`src/rtl/mem_bist_pkg.sv`:
```
`default_nettype none
// ============================================================================
//  Module      : mem_bist_pkg
//  Description : Shared definitions for the March C- memory BIST: controller
//                states, march element codes and per-element lookup tables
//                (address direction, expected read data, write data).
//  Revision    : 1.0 - initial release
// ============================================================================
package mem_bist_pkg;

    // Controller states
    typedef enum logic [2:0] {
        ST_IDLE   = 3'd0,
        ST_W_ONLY = 3'd1,
        ST_RD     = 3'd2,
        ST_WR     = 3'd3,
        ST_FLUSH  = 3'd4,
        ST_END    = 3'd5
    } bist_state_t;

    // March C- elements:
    // E0 up(w0) E1 up(r0,w1) E2 up(r1,w0) E3 down(r0,w1) E4 down(r1,w0) E5 up(r0)
    typedef enum logic [2:0] {
        E0 = 3'd0,
        E1 = 3'd1,
        E2 = 3'd2,
        E3 = 3'd3,
        E4 = 3'd4,
        E5 = 3'd5
    } march_elem_t;

    // Tables indexed by element code (bit n belongs to En, bits 7:6 unused)
    localparam logic [7:0] c_elem_up_tbl    = 8'b0010_0111; // 1 = ascending
    localparam logic [7:0] c_elem_rdata_tbl = 8'b0001_0100; // value expected on read
    localparam logic [7:0] c_elem_wdata_tbl = 8'b0000_1010; // value written

    function automatic logic elem_up(input march_elem_t e);
        return c_elem_up_tbl[e];
    endfunction

    function automatic logic elem_rdata(input march_elem_t e);
        return c_elem_rdata_tbl[e];
    endfunction

    function automatic logic elem_wdata(input march_elem_t e);
        return c_elem_wdata_tbl[e];
    endfunction

endpackage
`default_nettype wire

```
`src/rtl/mem_bist_addr_gen.sv`:
```
`default_nettype none
// ============================================================================
//  Module      : mem_bist_addr_gen
//  Description : Up/down address counter with synchronous load, count enable
//                and a terminal-count flag for the current direction
//                (DEPTH-1 when counting up, 0 when counting down).
//  Ports       : clk, rst_n      - clock, async active-low reset
//                i_load/i_load_val - load a start address
//                i_en, i_up       - count enable and direction
//                o_addr           - current address
//                o_addr_nxt       - address after this clock edge
//                o_tc             - current address is terminal for i_up
//  Revision    : 1.0 - initial release
// ============================================================================
module mem_bist_addr_gen #(
    parameter int ADDR_W = 14,
    parameter int DEPTH  = 16384
) (
    input  logic              clk,
    input  logic              rst_n,
    input  logic              i_load,
    input  logic [ADDR_W-1:0] i_load_val,
    input  logic              i_en,
    input  logic              i_up,
    output logic [ADDR_W-1:0] o_addr,
    output logic [ADDR_W-1:0] o_addr_nxt,
    output logic              o_tc
);

    localparam logic [ADDR_W-1:0] c_addr_last = ADDR_W'(DEPTH - 1);
    localparam logic [ADDR_W-1:0] c_addr_one  = ADDR_W'(1);

    logic [ADDR_W-1:0] r_addr;

    always_comb begin
        o_addr_nxt = r_addr;
        if (i_load) begin
            o_addr_nxt = i_load_val;
        end else if (i_en) begin
            o_addr_nxt = i_up ? (r_addr + c_addr_one) : (r_addr - c_addr_one);
        end
    end

    always_ff @(posedge clk or negedge rst_n) begin
        if (!rst_n) begin
            r_addr <= '0;
        end else begin
            r_addr <= o_addr_nxt;
        end
    end

    assign o_addr = r_addr;
    assign o_tc   = i_up ? (r_addr == c_addr_last) : (r_addr == '0);

endmodule
`default_nettype wire

```
`src/rtl/mem_bist_16384x1.sv`:
```
`default_nettype none
// ============================================================================
//  Module      : mem_bist_16384x1
//  Description : March C- BIST controller for a DEPTHx1 synchronous memory.
//                Port 0 drives the test; port 1 is held inactive. Reads have
//                one cycle of latency, so each read is checked in the cycle
//                after it is issued; FLUSH covers the check of the last read.
//  Ports       : CLK, RSTN                    - clock, async active-low reset
//                START                        - begin a test (ignored if BUSY)
//                BUSY, DONE                   - running / finished (level)
//                FAIL, FAIL_ADDR, FAIL_ELEM   - sticky first-failure report
//                A0, D0, CE0, WE0, WEM0, Q0   - memory port 0
//                A1, D1, CE1, WE1, WEM1       - memory port 1 (tied off)
//  Revision    : 1.0 - initial release
// ============================================================================
module mem_bist_16384x1
    import mem_bist_pkg::*;
#(
    parameter int ADDR_W = 14,
    parameter int DEPTH  = 16384
) (
    input  logic              CLK,
    input  logic              RSTN,
    input  logic              START,
    output logic              BUSY,
    output logic              DONE,
    output logic              FAIL,
    output logic [ADDR_W-1:0] FAIL_ADDR,
    output logic [2:0]        FAIL_ELEM,
    output logic [ADDR_W-1:0] A0,
    output logic              D0,
    output logic              CE0,
    output logic              WE0,
    output logic              WEM0,
    input  logic              Q0,
    output logic [ADDR_W-1:0] A1,
    output logic              D1,
    output logic              CE1,
    output logic              WE1,
    output logic              WEM1
);

    localparam logic [ADDR_W-1:0] c_addr_last = ADDR_W'(DEPTH - 1);

    bist_state_t       r_state, w_state_nxt;
    march_elem_t       r_elem, w_elem_nxt;
    logic              w_start;
    logic              w_addr_load, w_addr_en, w_tc;
    logic [ADDR_W-1:0] w_addr_ld_val, w_addr, w_addr_nxt;

    // Memory command registers (computed from next state so they line up
    // with the state that issues them)
    logic [ADDR_W-1:0] r_a0, w_a0_nxt;
    logic              r_d0, r_ce0, r_we0, r_wem0;
    logic              w_d0_nxt, w_ce0_nxt, w_we0_nxt, w_wem0_nxt;

    // Read-check pipeline and failure report
    logic              r_chk_vld, r_chk_exp;
    logic [ADDR_W-1:0] r_chk_addr;
    march_elem_t       r_chk_elem;
    logic              r_fail;
    logic [ADDR_W-1:0] r_fail_addr;
    march_elem_t       r_fail_elem;

    mem_bist_addr_gen #(
        .ADDR_W (ADDR_W),
        .DEPTH  (DEPTH)
    ) u_addr_gen (
        .clk        (CLK),
        .rst_n      (RSTN),
        .i_load     (w_addr_load),
        .i_load_val (w_addr_ld_val),
        .i_en       (w_addr_en),
        .i_up       (elem_up(r_elem)),
        .o_addr     (w_addr),
        .o_addr_nxt (w_addr_nxt),
        .o_tc       (w_tc)
    );

    // Each element starts at the low end when ascending, high end otherwise
    assign w_addr_ld_val = elem_up(w_elem_nxt) ? '0 : c_addr_last;

    // ---------------------------------------------------------- state register
    always_ff @(posedge CLK or negedge RSTN) begin
        if (!RSTN) begin
            r_state <= ST_IDLE;
            r_elem  <= E0;
        end else begin
            r_state <= w_state_nxt;
            r_elem  <= w_elem_nxt;
        end
    end

    // ---------------------------------------------------------- next state
    always_comb begin
        w_state_nxt = r_state;
        w_elem_nxt  = r_elem;
        w_addr_load = 1'b0;
        w_addr_en   = 1'b0;
        w_start     = 1'b0;
        case (r_state)
            ST_IDLE, ST_END: begin
                if (START) begin
                    w_state_nxt = ST_W_ONLY;
                    w_elem_nxt  = E0;
                    w_addr_load = 1'b1;
                    w_start     = 1'b1;
                end
            end
            ST_W_ONLY: begin
                if (w_tc) begin
                    w_state_nxt = ST_RD;
                    w_elem_nxt  = E1;
                    w_addr_load = 1'b1;
                end else begin
                    w_addr_en = 1'b1;
                end
            end
            ST_RD: begin
                if (r_elem == E5) begin
                    if (w_tc) begin
                        w_state_nxt = ST_FLUSH;
                    end else begin
                        w_addr_en = 1'b1;
                    end
                end else begin
                    w_state_nxt = ST_WR;
                end
            end
            ST_WR: begin
                w_state_nxt = ST_RD;
                if (w_tc) begin
                    w_elem_nxt  = march_elem_t'(r_elem + 3'd1);
                    w_addr_load = 1'b1;
                end else begin
                    w_addr_en = 1'b1;
                end
            end
            ST_FLUSH: begin
                w_state_nxt = ST_END;
            end
            default: begin
                w_state_nxt = ST_IDLE;
            end
        endcase
    end

    // ---------------------------------------------------------- outputs
    always_comb begin
        w_ce0_nxt  = 1'b0;
        w_we0_nxt  = 1'b0;
        w_wem0_nxt = 1'b0;
        w_d0_nxt   = 1'b0;
        w_a0_nxt   = '0;
        case (w_state_nxt)
            ST_W_ONLY, ST_WR: begin
                w_ce0_nxt  = 1'b1;
                w_we0_nxt  = 1'b1;
                w_wem0_nxt = 1'b1;
                w_d0_nxt   = elem_wdata(w_elem_nxt);
                w_a0_nxt   = w_addr_nxt;
            end
            ST_RD: begin
                w_ce0_nxt = 1'b1;
                w_a0_nxt  = w_addr_nxt;
            end
            default: begin
                w_ce0_nxt = 1'b0;
            end
        endcase
    end

    always_ff @(posedge CLK or negedge RSTN) begin
        if (!RSTN) begin
            r_a0   <= '0;
            r_d0   <= 1'b0;
            r_ce0  <= 1'b0;
            r_we0  <= 1'b0;
            r_wem0 <= 1'b0;
        end else begin
            r_a0   <= w_a0_nxt;
            r_d0   <= w_d0_nxt;
            r_ce0  <= w_ce0_nxt;
            r_we0  <= w_we0_nxt;
            r_wem0 <= w_wem0_nxt;
        end
    end

    // ---------------------------------------------------------- read check
    // A read issued in RD returns on Q0 one cycle later; remember what it
    // should return so the compare happens in that following cycle.
    always_ff @(posedge CLK or negedge RSTN) begin
        if (!RSTN) begin
            r_chk_vld   <= 1'b0;
            r_chk_exp   <= 1'b0;
            r_chk_addr  <= '0;
            r_chk_elem  <= E0;
            r_fail      <= 1'b0;
            r_fail_addr <= '0;
            r_fail_elem <= E0;
        end else begin
            r_chk_vld  <= (r_state == ST_RD);
            r_chk_exp  <= elem_rdata(r_elem);
            r_chk_addr <= w_addr;
            r_chk_elem <= r_elem;
            if (w_start) begin
                r_fail      <= 1'b0;
                r_fail_addr <= '0;
                r_fail_elem <= E0;
            end else if (r_chk_vld && (Q0 != r_chk_exp) && !r_fail) begin
                r_fail      <= 1'b1;
                r_fail_addr <= r_chk_addr;
                r_fail_elem <= r_chk_elem;
            end
        end
    end

    assign BUSY      = (r_state == ST_W_ONLY) || (r_state == ST_RD) ||
                       (r_state == ST_WR)     || (r_state == ST_FLUSH);
    assign DONE      = (r_state == ST_END);
    assign FAIL      = r_fail;
    assign FAIL_ADDR = r_fail_addr;
    assign FAIL_ELEM = r_fail_elem;

    assign A0   = r_a0;
    assign D0   = r_d0;
    assign CE0  = r_ce0;
    assign WE0  = r_we0;
    assign WEM0 = r_wem0;

    assign A1   = '0;
    assign D1   = 1'b0;
    assign CE1  = 1'b0;
    assign WE1  = 1'b0;
    assign WEM1 = 1'b0;

endmodule
`default_nettype wire

```
`config.mk`:
```
export PLATFORM = sky130hd
export DESIGN_NAME = mem_bist_16384x1
export DESIGN_NICKNAME = d
export VERILOG_FILES = /design/src/rtl/mem_bist_pkg.sv /design/src/rtl/mem_bist_addr_gen.sv /design/src/rtl/mem_bist_16384x1.sv
export SDC_FILE = /design/constraint.sdc
export NUM_CORES = 1
export LEC_CHECK = 0
export CAP_MARGIN = 20
export CORE_UTILIZATION = 54
export CTS_CLUSTER_DIAMETER = 120
export CTS_CLUSTER_SIZE = 30
export DETAILED_ROUTE_END_ITERATION = 10
export PLACE_DENSITY = 0.8
export SYNTH_ARGS = -nofsm -noshare
export SYNTH_HDL_FRONTEND = slang
export SYNTH_SLANG_ARGS = --single-unit
```
`constraint.sdc`:
```
create_clock -name CLK -period 3.2 [get_ports CLK]
set_clock_uncertainty 0.05 [all_clocks]
set_input_delay 0.32 -clock CLK [delete_from_list [all_inputs] [get_ports CLK]]
set_output_delay 0.32 -clock CLK [all_outputs]
set_load 0.02 [all_outputs]
```
# Word-level counts from Yosys, hierarchy flattened
# Memories as Yosys holds them, arrays and structs flattened. A register that Yosys moved wholly into a read port is not among the register bits.
# Index checks and enable logic that the tools add are counted.
[word_totals]
reg_bits = 73
latchBits = 0
ram_bits = 0
romBits = 32
input_bits = 4
output_inout_bits = 56
elab_cells = 81
n_memories = 4
[mem_list]
columns = ["memory", "words", "word_bits", "rd", "rd_ports_with_merged_regs", "wr", "line", "rtl"]
rows = [
  ["(no name shown)", 8, 1, 1, 1, 0, "mem_bist_pkg.sv:42", "return c_elem_rdata_tbl[e];"],
  ["(no name shown)", 8, 1, 1, 0, 0, "mem_bist_pkg.sv:46", "return c_elem_wdata_tbl[e];"],
  ["(no name shown)", 8, 1, 1, 0, 0, "mem_bist_pkg.sv:38", "return c_elem_up_tbl[e];"],
  ["(no name shown)", 8, 1, 1, 0, 0, "mem_bist_pkg.sv:38", ""],
]
[classes]
addsub = 3
multipliers = 0
div = 0
magnitude_cmp = 2
n_eq_ne = 11
n_shift = 0
n_mux = 34
bitwise_logic = 0
n_reduce_logical = 14
[op_table]
columns = ["operator", "count"]
rows = [
  ["$mux 14", 7],
  ["$mux 3", 9],
  ["$pmux 3 s5", 1],
  ["$add 14x1->14 const B", 1],
  ["$eq 14x14->1 const B", 1],
  ["$logic_not 14->1", 1],
  ["$mux 1", 14],
  ["$sub 14x1->14 const B", 1],
  ["$eq 3x2->1 const B", 4],
  ["$eq 3x3->1 const B", 3],
  ["$pmux 3 s3", 1],
  ["$lt 3x4->1 const B", 2],
  ["$eq 3x1->1 const B", 2],
  ["$reduce_or 2->1", 3],
  ["$pmux 1 s2", 2],
  ["$add 3x1->3 const B", 1],
  ["$logic_not 3->1", 1],
  ["$logic_or 1x1->1", 3],
  ["$reduce_or 3->1", 1],
  ["$logic_and 1x1->1", 2],
  ["$logic_not 1->1", 2],
  ["$reduce_bool 2->1", 1],
  ["$ne 1x1->1", 1],
]

# Depth between registers and ports, before layout
# Gate-level depths: netlist of run 1.
[depth]
depth_word = 10
mapped_depth = 14
depth_no_buf = 12

# Hierarchy
# From an unflattened synthesis of run 1, not the netlist that was laid out.
[unflattened]
hier_cells = 355
hier_area_um2 = 3791.1
[by_module_without_submodules]
columns = ["module", "instances", "cells_each", "area_per_inst_um2", "seq_area_each_um2"]
rows = [
  ["mem_bist_16384x1", 1, 198, 2494.9, 1501.4],
  ["mem_bist_addr_gen", 1, 157, 1296.2, 350.3],
]

# Least setup slack after synthesis of run 1
# Ideal clock, no wire load.
[synth_timing]
path_kind = "register -> register"
startpoint = "register r_elem[2]"
endpoint = "register r_a0[11], in the netlist A0[11]"
setup_ps = 78
arrival_ps = 2839
required_time_ps = 3072
slack_ps = 233
stages_incl_launch_ff = 15
n_path_buf = 2
period_less_slack_ps = 2967
cell_sequence = "dfrtp_1 -> clkbuf_1 -> mux2i_2 -> inv_2 -> mux2i_4 -> inv_2 -> ha_1 -> nand2_1 -> o21ai_0 -> a22oi_1 -> inv_1 -> a211oi_2 -> o21ai_4 -> buf_4 -> a21oi_1"
[synth_between]
elab_chain_len = 10
word_cells_on_any_way = 29
classes_between = "add/sub (1); eq/ne (4); mux (21); reduce/logical (1); memory (2)"
[synth_rtl]
columns = ["item", "line", "rtl"]
rows = [
  ["start, declared", "mem_bist_16384x1.sv:46", "march_elem_t r_elem, w_elem_nxt;"],
  ["start signal, assigned", "mem_bist_16384x1.sv:90", "r_elem <= w_elem_nxt;"],
  ["$mem_v2 8x1 (*)", "-", ""],
  ["$mux 1 (implied by the code) (*)", "mem_bist_pkg.sv:38", ""],
  ["$mux 1 (*)", "mem_bist_addr_gen.sv:53", "assign o_tc = i_up ? (r_addr == c_addr_last) : (r_addr == '0);"],
  ["$mux 3, on equally long branches", "mem_bist_16384x1.sv:132, mem_bist_16384x1.sv:111", ""],
  ["$pmux 3 s3 (*)", "mem_bist_16384x1.sv:101", "case (r_state)"],
  ["named net w_elem_nxt[0]", "mem_bist_16384x1.sv:46", ""],
  ["$mem_v2 8x1 (*)", "-", ""],
  ["$mux 1 (implied by the code) (*)", "mem_bist_pkg.sv:38", ""],
  ["$mux 14 (*)", "mem_bist_16384x1.sv:81", "assign w_addr_ld_val = elem_up(w_elem_nxt) ? '0 : c_addr_last;"],
  ["$mux 14 (*)", "mem_bist_addr_gen.sv:37", "if (i_load) begin"],
  ["$mux 14 (*)", "mem_bist_16384x1.sv:155", "case (w_state_nxt)"],
  ["named net w_a0_nxt[11]", "mem_bist_16384x1.sv:53", "logic [ADDR_W-1:0] r_a0, w_a0_nxt;"],
  ["end signal, assigned", "mem_bist_16384x1.sv:181", "r_a0 <= w_a0_nxt;"],
  ["end, declared", "mem_bist_16384x1.sv:53", ""],
]
# Mark *: on every way through the listed nets, which the timed path passes. The rest lies on a longest branch. The select of a mux whose other input is x is not followed.
# A chain may end at the register's enable or synchronous reset.

# Worst setup path in the final report of run 1
[layout_timing]
startpoint = "register u_addr_gen.r_addr[0], in the netlist u_addr_gen.o_addr[0]"
endpoint = "register u_addr_gen.r_addr[10], in the netlist u_addr_gen.o_addr[10]"
[layout_between]
elab_chain_len = 8
word_cells_on_any_way = 19
classes_between = "add/sub (2); eq/ne (1); mux (14); reduce/logical (1); memory (1)"
[layout_rtl]
columns = ["item", "line", "rtl"]
rows = [
  ["start, declared", "mem_bist_addr_gen.sv:33", "logic [ADDR_W-1:0] r_addr;"],
  ["start signal, assigned", "mem_bist_addr_gen.sv:48", "r_addr <= o_addr_nxt;"],
  ["$eq 14x14->1 or $logic_not 14->1 (tied branches)", "mem_bist_addr_gen.sv:53", ""],
  ["$mux 1", "mem_bist_addr_gen.sv:53", ""],
  ["$mux 3, on equally long branches", "mem_bist_16384x1.sv:132, mem_bist_16384x1.sv:111", ""],
  ["$pmux 3 s3", "mem_bist_16384x1.sv:101", ""],
  ["$mem_v2 8x1", "-", ""],
  ["$mux 1 (implied by the code)", "mem_bist_pkg.sv:38", ""],
  ["$mux 14", "mem_bist_16384x1.sv:81", ""],
  ["$mux 14 (*)", "mem_bist_addr_gen.sv:37", ""],
  ["named net u_addr_gen.o_addr_nxt[10]", "mem_bist_addr_gen.sv:26", "output logic [ADDR_W-1:0] o_addr_nxt,"],
]
# Marked as above.

==> flow_summary.ini, run 1 <==
[status]
status = finished clean

[drt]
ant_nets = 0
wire_per_inst_um = 15.44
drt_pass1_iterations = 4
drt_iter0_markers = 185
drc = 0
via_per_inst = 5.515
vias = 3022
drt_wl_total_um = 8459

[power_and_ir_drop]
powerDensity_mw_per_mm2 = 1155
ir_worst_vdd_mv = 0.6916
p_leak_nw = 2.149

[yosys]
yosysUniqueCellTypes = 55
syn_area_per_cell_um2 = 9.649
synth_cells = 392
synth_area_mm2 = 0.003782
netlist.top_cell.by_area = dfrtp_1
yosys_warnings = 0
synth_edf_count = 0
synth_top_cell_area_share_pct = 48.96
ys_seq_area_share_pct = 48.96
yosys-top-cells-area = dfrtp_1 49%, nand2_1 7.0%, ha_1 5.6%
synth_flop_cell = dfrtp_1
yosys_register_bits = 74
synthArstFlopShare_pct = 100.0

[floorplan]
row_count = 30
core-area_mm2 = 0.006794
start_util_pct = 55.67
fp.dieArea_mm2 = 0.007343
pin_count = 60
die_h_um = 85.69
die_x_um = 85.69

[finish]
drive_gt1_share_pct = 12.17
nFillCells = 555
instances_no_fill = 548
final_nets = 469
syn_to_final_growth_pct = 20.97
antenna_cells = 0
finalInstanceArea_mm2 = 0.004576

[worst_setup_path]
crit-reg2reg-capture = u_addr_gen.o_addr[10]
regToRegSetupSlack_ns = 0.07
r2r_cells = 13
arrival_ns = 3.29
required_ns = 3.36
path_max_fanout = 7
end_kind = flip-flop
rr_startpoint = u_addr_gen.o_addr[0]
crit_type = flip-flop to flip-flop
cp-start-kind = flip-flop

[sta]
worst_pin_slew_ns = 0.7961
setup_violations = 0
finalCriticalPeriod_ns = 3.134
whs_ns = 0.001176
period_share_pct = 97.93
slew_viol_final = 0
slew_headroom_pct = 46.92
fmax_mhz = 319.1
hold_violations = 0

[placed_design]
placed_area_mm2 = 0.004284
globalplace.congestion = 0.8972
hpwl_um = 5539
dp_cells = 525
portBuffers = 41

[clock_network]
cts.sinks = 74
clockRootBuffer = clkbuf_8
cts_buffer_depth = 2
clkTransAtPathRegs_ns = 0.08
htreeDepth = 3
cts_tree = built
hold_buffers = 0
clk_latency_ns = 0.35
cts_made_buffers = 9

[global_routing]
grt.total_usage_pct = 24.01
grt_max_degree = 42
grt.overflow.total = 0
grt_antenna_before_repair = 0
grt_pass1_wl_um = 13480
grt_pass1_vias = 2808

[hold_path]
min_path_type = input pin to async pin

[job]
cap_violations = 0
-- logic make-up after synthesis --
kind of cell / share of synthesized area [%]
xor+xnor: 1.621
flops: 48.96
fa+ha+maj: 6.153
other cells: 0.09914
compound gates: 18.26
buf+inv: 6.848
mux: 1.522
simple gates: 16.54
-- layout by cell type, fill, tap and decap left out, types with 6 or more instances in the layout --
cell             Yosys  final
o21ai_0             37     36
nor3_1               6      6
a21o_1               7      7
ha_1                17     17
clkdlybuf4s50_1      0     40
buf_4               21     16
clkbuf_8             0      9
conb_1               1     18
nand4_1              6      6
a211oi_1             6      6
nand3_1              6      6
inv_1               11     11
dfrtp_1             74     67
dfrtp_2              0      7
xor2_1               6      6
nand2_1             71     71
nor2_1              11     11
a21oi_1             27     27
nor2b_1              7      7
-- power by group --
group | switching (W) | leakage (nW) | total [W] | internal [W]
clock network | 0.000344 | 0.0966 | 0.000706 | 0.000361
registers | 0.000269 | 0.897 | 0.00165 | 0.00139
logic | 0.00163 | 1.16 | 0.00292 | 0.00129
total | 0.00225 | 2.15 | 0.00528 | 0.00304
-- what timing repair did --
| action | 4_1_cts | 5_1_grt |
|---|---|---|
| resized for setup | 0 | 9 |
| buffers inserted | 0 | 5 |
| setup endpoints to repair | 0 | 28 |
-- per-layer routing --
layer | vias to the layer above | part of all wire, % | track usage, %
met3 | 28 | 6.9 | 4.620
met2 | 132 | 44 | 35.13
li1 | 1453 | - | -
met4 | 0 | 3.3 | 14.09
met1 | 1409 | 45 | 33.48
met5 | - | 0 | 0
-- stage by stage --
stage,util (%),setup TNS [ns],total power [W],setup slack [ns]
floorplan,-,0,0.003596,0.2329
global placement,62.95,0,0.004388,0.2188
detailed placement,63.06,0,0.004471,0.1211
CTS,65.89,0,0.005202,0.09970
global route,67.35,-0.9598,0.005706,-0.08169
finish,67.35,0,0.005283,0.06639
-- layout make-up --
class / count / area [um2] / area share (%)
sequential: 74 / 1861 / 40.66
multi-input combinational: 288 / 1735 / 37.93
timing repair buffer: 61 / 615.6 / 13.45
clock buffer: 10 / 127.6 / 2.789
tap: 96 / 120.1 / 2.625
clock inverter: 6 / 65.06 / 1.422
inverter: 13 / 51.30 / 1.121
-- registers in the layout (all words and copies together), names as in the netlist --
name and cells:
A0 14, FAIL_ADDR 14, r_chk_addr 14, u_addr_gen.o_addr 14, FAIL_ELEM 3, r_chk_elem 3, r_elem 3, r_state 3
CE0 1, D0 1, FAIL 1, WEM0 1, r_chk_exp 1, r_chk_vld 1
-- Yosys cell counts, types with 4 or more instances --
cell type and n:
nor2_1 11, a21oi_1 27, o21ai_0 37, ha_1 17
dfrtp_1 74, a21o_1 7, nand2b_1 4, nand4_1 6
nand2_1 71, inv_1 11, buf_4 21, a211oi_1 6
and3_1 4, nand3_1 6, nor2b_1 7, xor2_1 6
clkbuf_1 10, nor3_1 6, a31oi_1 4
-- critical path, cell delays in order (launching register included) --
cell,delay (ns)
dfrtp_2,0.45
nor4_1,0.38
nand4_1,0.26
mux2i_4,0.33
inv_4,0.05
ha_1,0.28
nand2_1,0.06
o21ai_0,0.08
a22oi_1,0.23
buf_4,0.16
a211oi_2,0.05
o21ai_4,0.31
clkbuf_16,0.22
o21ai_0,0.10
-- how the worst max path moves through the flow --
| stage | cells past startpoint | to | from |
|---|---|---|---|
| 6_report | 13 | u_addr_gen.o_addr[10] | u_addr_gen.o_addr[0] |
| 5_1_grt | 13 | u_addr_gen.o_addr[13] | u_addr_gen.o_addr[1] |
| 4_1_cts | 13 | A0[3] | u_addr_gen.o_addr[2] |
| 3_5_place_dp | 13 | A0[3] | u_addr_gen.o_addr[2] |
| 3_3_place_gp | 13 | A0[9] | u_addr_gen.o_addr[2] |
| 2_1_floorplan | 14 | A0[11] | r_elem[2] |
Power figures use the tool's default switching activity.
==> inputs of run 2 (changes only) <==
--- a/config.mk
+++ b/config.mk
@@ -13,4 +13,5 @@
 export PLACE_DENSITY = 0.8
 export SYNTH_ARGS = -nofsm -noshare
 export SYNTH_HDL_FRONTEND = slang
+export SYNTH_HIERARCHICAL = 1
 export SYNTH_SLANG_ARGS = --single-unit
==> run 2 against run 1 <==
Compared with the run above: setup slack improved by 0.045 ns; utilization up 0.50 points; count of clock-buffer cells in the layout rose by 2; critical path depth unchanged; power decreased by 50%; routed wire length down 10%; sequential share of layout area decreased by 0.46 points; maximum frequency rose by 1.5%; first-iteration DRC count down 37%; sequential cell count did not move.
==> flow_summary.ini, run 2 <==
[worst_setup_path]
end_kind = flip-flop
crit_type = flip-flop to flip-flop
regToRegSetupSlack_ns = 0.11
cp_slowest_stage_delay_ns = 0.56
cp-start-kind = flip-flop
arrival_ns = 3.26
r2r_cells = 13
crit_family = simple AND/OR/NAND/NOR gates
path_max_fanout = 7
crit-reg2reg-capture = A0[13]
crit_chain = mux2i_4 > nand4_1 > or4_4 > nand2_4 > inv_1 > ha_1 > nand2_1 > o21ai_1 > a22oi_4 > mux2_4 > a22oi_1 > nand3_1 > and2_1
worst-path-stages = 13
required_ns = 3.37
rr_startpoint = r_elem[0]
critPathBufInv = 1
cp_slowest_cell = or4_4
cp-endpoint = A0[13]
startpoint = r_elem[0]

[sta]
finalCriticalPeriod_ns = 3.089
whs_ns = 0.1270
worst_pin_slew_ns = 0.8882
fmax_mhz = 323.8
slew_viol_final = 0
period_share_pct = 96.52
setup_violations = 0
slew_headroom_pct = 40.78
setup_slack_ns = 0.1113
hold_violations = 0

[job]
cap_violations = 0

[floorplan]
core-area_mm2 = 0.006794
row_count = 30
die_x_um = 85.79
fp.dieArea_mm2 = 0.007360
start_util_pct = 55.80
die_h_um = 85.79
pin_count = 60

[yosys]
synth_flop_cell = dfrtp_1
yosysUniqueCellTypes = 61
synthArstFlopShare_pct = 100.0
synth_top_cell_area_share_pct = 48.84
yosys_warnings = 6
synth_area_mm2 = 0.003791
yosysMostFrequentCell = dfrtp_1
syn_area_per_cell_um2 = 10.68
yosys_register_bits = 74
ys_seq_area_share_pct = 48.84
synth_cells = 355
netlist.top_cell.by_area = dfrtp_1
yosys-top-cells-area = dfrtp_1 49%, ha_1 5.6%, mux2i_1 5.3%
synth_edf_count = 0
synth_common_cells = 74 x dfrtp_1, 30 x nor2_1, 22 x buf_4

[global_routing]
grt_pass1_wl_um = 12580
grt_max_degree = 75
grt_pass1_vias = 2625
grt.total_usage_pct = 22.27
met3_usage_pct = 5.197
met1_usage_pct = 29.80
grt_antenna_before_repair = 0
top_usage_layer = met2
grt.overflow.total = 0
use_met2_pct = 36.07

[finish]
antenna_cells = 0
layout_common_cells = 73 x dfrtp_1, 40 x clkdlybuf4s50_1, 30 x nor2_1, 21 x buf_4, 19 x mux2i_1
nFillCells = 497
final_nets = 437
syn_to_final_growth_pct = 21.58
finish.utilization_pct = 67.85
instances_no_fill = 516
drive_gt1_share_pct = 14.52
finalInstanceArea_mm2 = 0.004609
layout_commonest_cell = dfrtp_1

[drt]
drt_pass1_iterations = 4
ant_nets = 0
wire_per_inst_um = 14.71
via_per_inst = 5.422
drt_iter0_markers = 117
vias = 2798
drt_wl_total_um = 7592
drc = 0

[clock_network]
htreeDepth = 3
clockRootBuffer = clkbuf_8
cts_made_buffers = 9
clkTransAtPathRegs_ns = 0.07
cts.sinks = 74
cts_tree = built
cts_buffer_depth = 2
post_cts_buffers = 0
clk_latency_ns = 0.34

[placed_design]
hpwl_um = 5383
portBuffers = 41
placed_area_mm2 = 0.004340
globalplace.congestion = 0.8428
dp_cells = 499
post-place-ws_ns = 0.04448

[power_and_ir_drop]
powerDensity_mw_per_mm2 = 571.7
p_leak_nw = 2.315
ir_worst_vdd_mv = 0.2657

[status]
status = finished clean

[hold_path]
min_path_type = input pin to async pin
==> run 2: power by group <==
part / leakage [nW] / switching (W) / internal, W / total (W)
sequential: 0.961 / 0.000100 / 0.00108 / 0.00118
combinational: 1.23 / 0.000328 / 0.000274 / 0.000603
clock: 0.121 / 0.000310 / 0.000541 / 0.000851
total: 2.32 / 0.000738 / 0.00190 / 0.00263
==> run 2: through the flow <==
step	setup TNS, ns	power, W
floorplan	0	0.001548
global placement	0	0.001762
detailed placement	0	0.001783
CTS	0	0.002646
global route	-0.001493	0.002770
finish	0	0.002635
==> run 2: worst min-delay path by stage <==
stage	startpoint	to	slack, ns	cells past startpoint
after global routing	RSTN	FAIL_ADDR[11]	0.23	2
after detailed placement	r_chk_addr[1]	FAIL_ADDR[1]	0.43	2
after CTS	RSTN	FAIL_ADDR[9]	0.17	2
after floorplan	RSTN	A0[0]	-0.03	0
after global placement	r_chk_addr[5]	FAIL_ADDR[5]	0.42	2
final	RSTN	FAIL_ADDR[10]	0.13	2
==> run 2: final cells by class <==
cell class / instances / area [um2] / area share (%)
timing repair buffer: 62 / 563.0 / 12.21
tap: 96 / 120.1 / 2.606
sequential: 74 / 1853 / 40.20
inverter: 14 / 52.55 / 1.140
multi-input combinational: 254 / 1777 / 38.54
clock buffer: 12 / 145.1 / 3.149
clock inverter: 4 / 98.84 / 2.144
==> run 2: cell families after synthesis <==
logic type | after synthesis | share of synthesized area (%)
adder cells (fa/ha/maj) | 19 | 6.436
AO/OA/AOI/OAI | 70 | 12.67
multiplexers | 23 | 6.270
buffers and inverters | 45 | 7.260
other | 1 | 0.09891
flip-flops | 74 | 48.84
AND/OR/NAND/NOR | 116 | 16.80
XOR/XNOR | 7 | 1.617
==> run 2: timing repair <==
item / in CTS / in global routing
setup endpoints to repair: 0 / 10
hold buffers: 0 / 0
resized for setup: 0 / 4
==> run 2: routing by layer <==
layer	wire length (um)	vias to the layer above
met5	0	-
met4	115	0
met3	277	10
met2	3737	81
met1	3461	1363
li1	-	1344
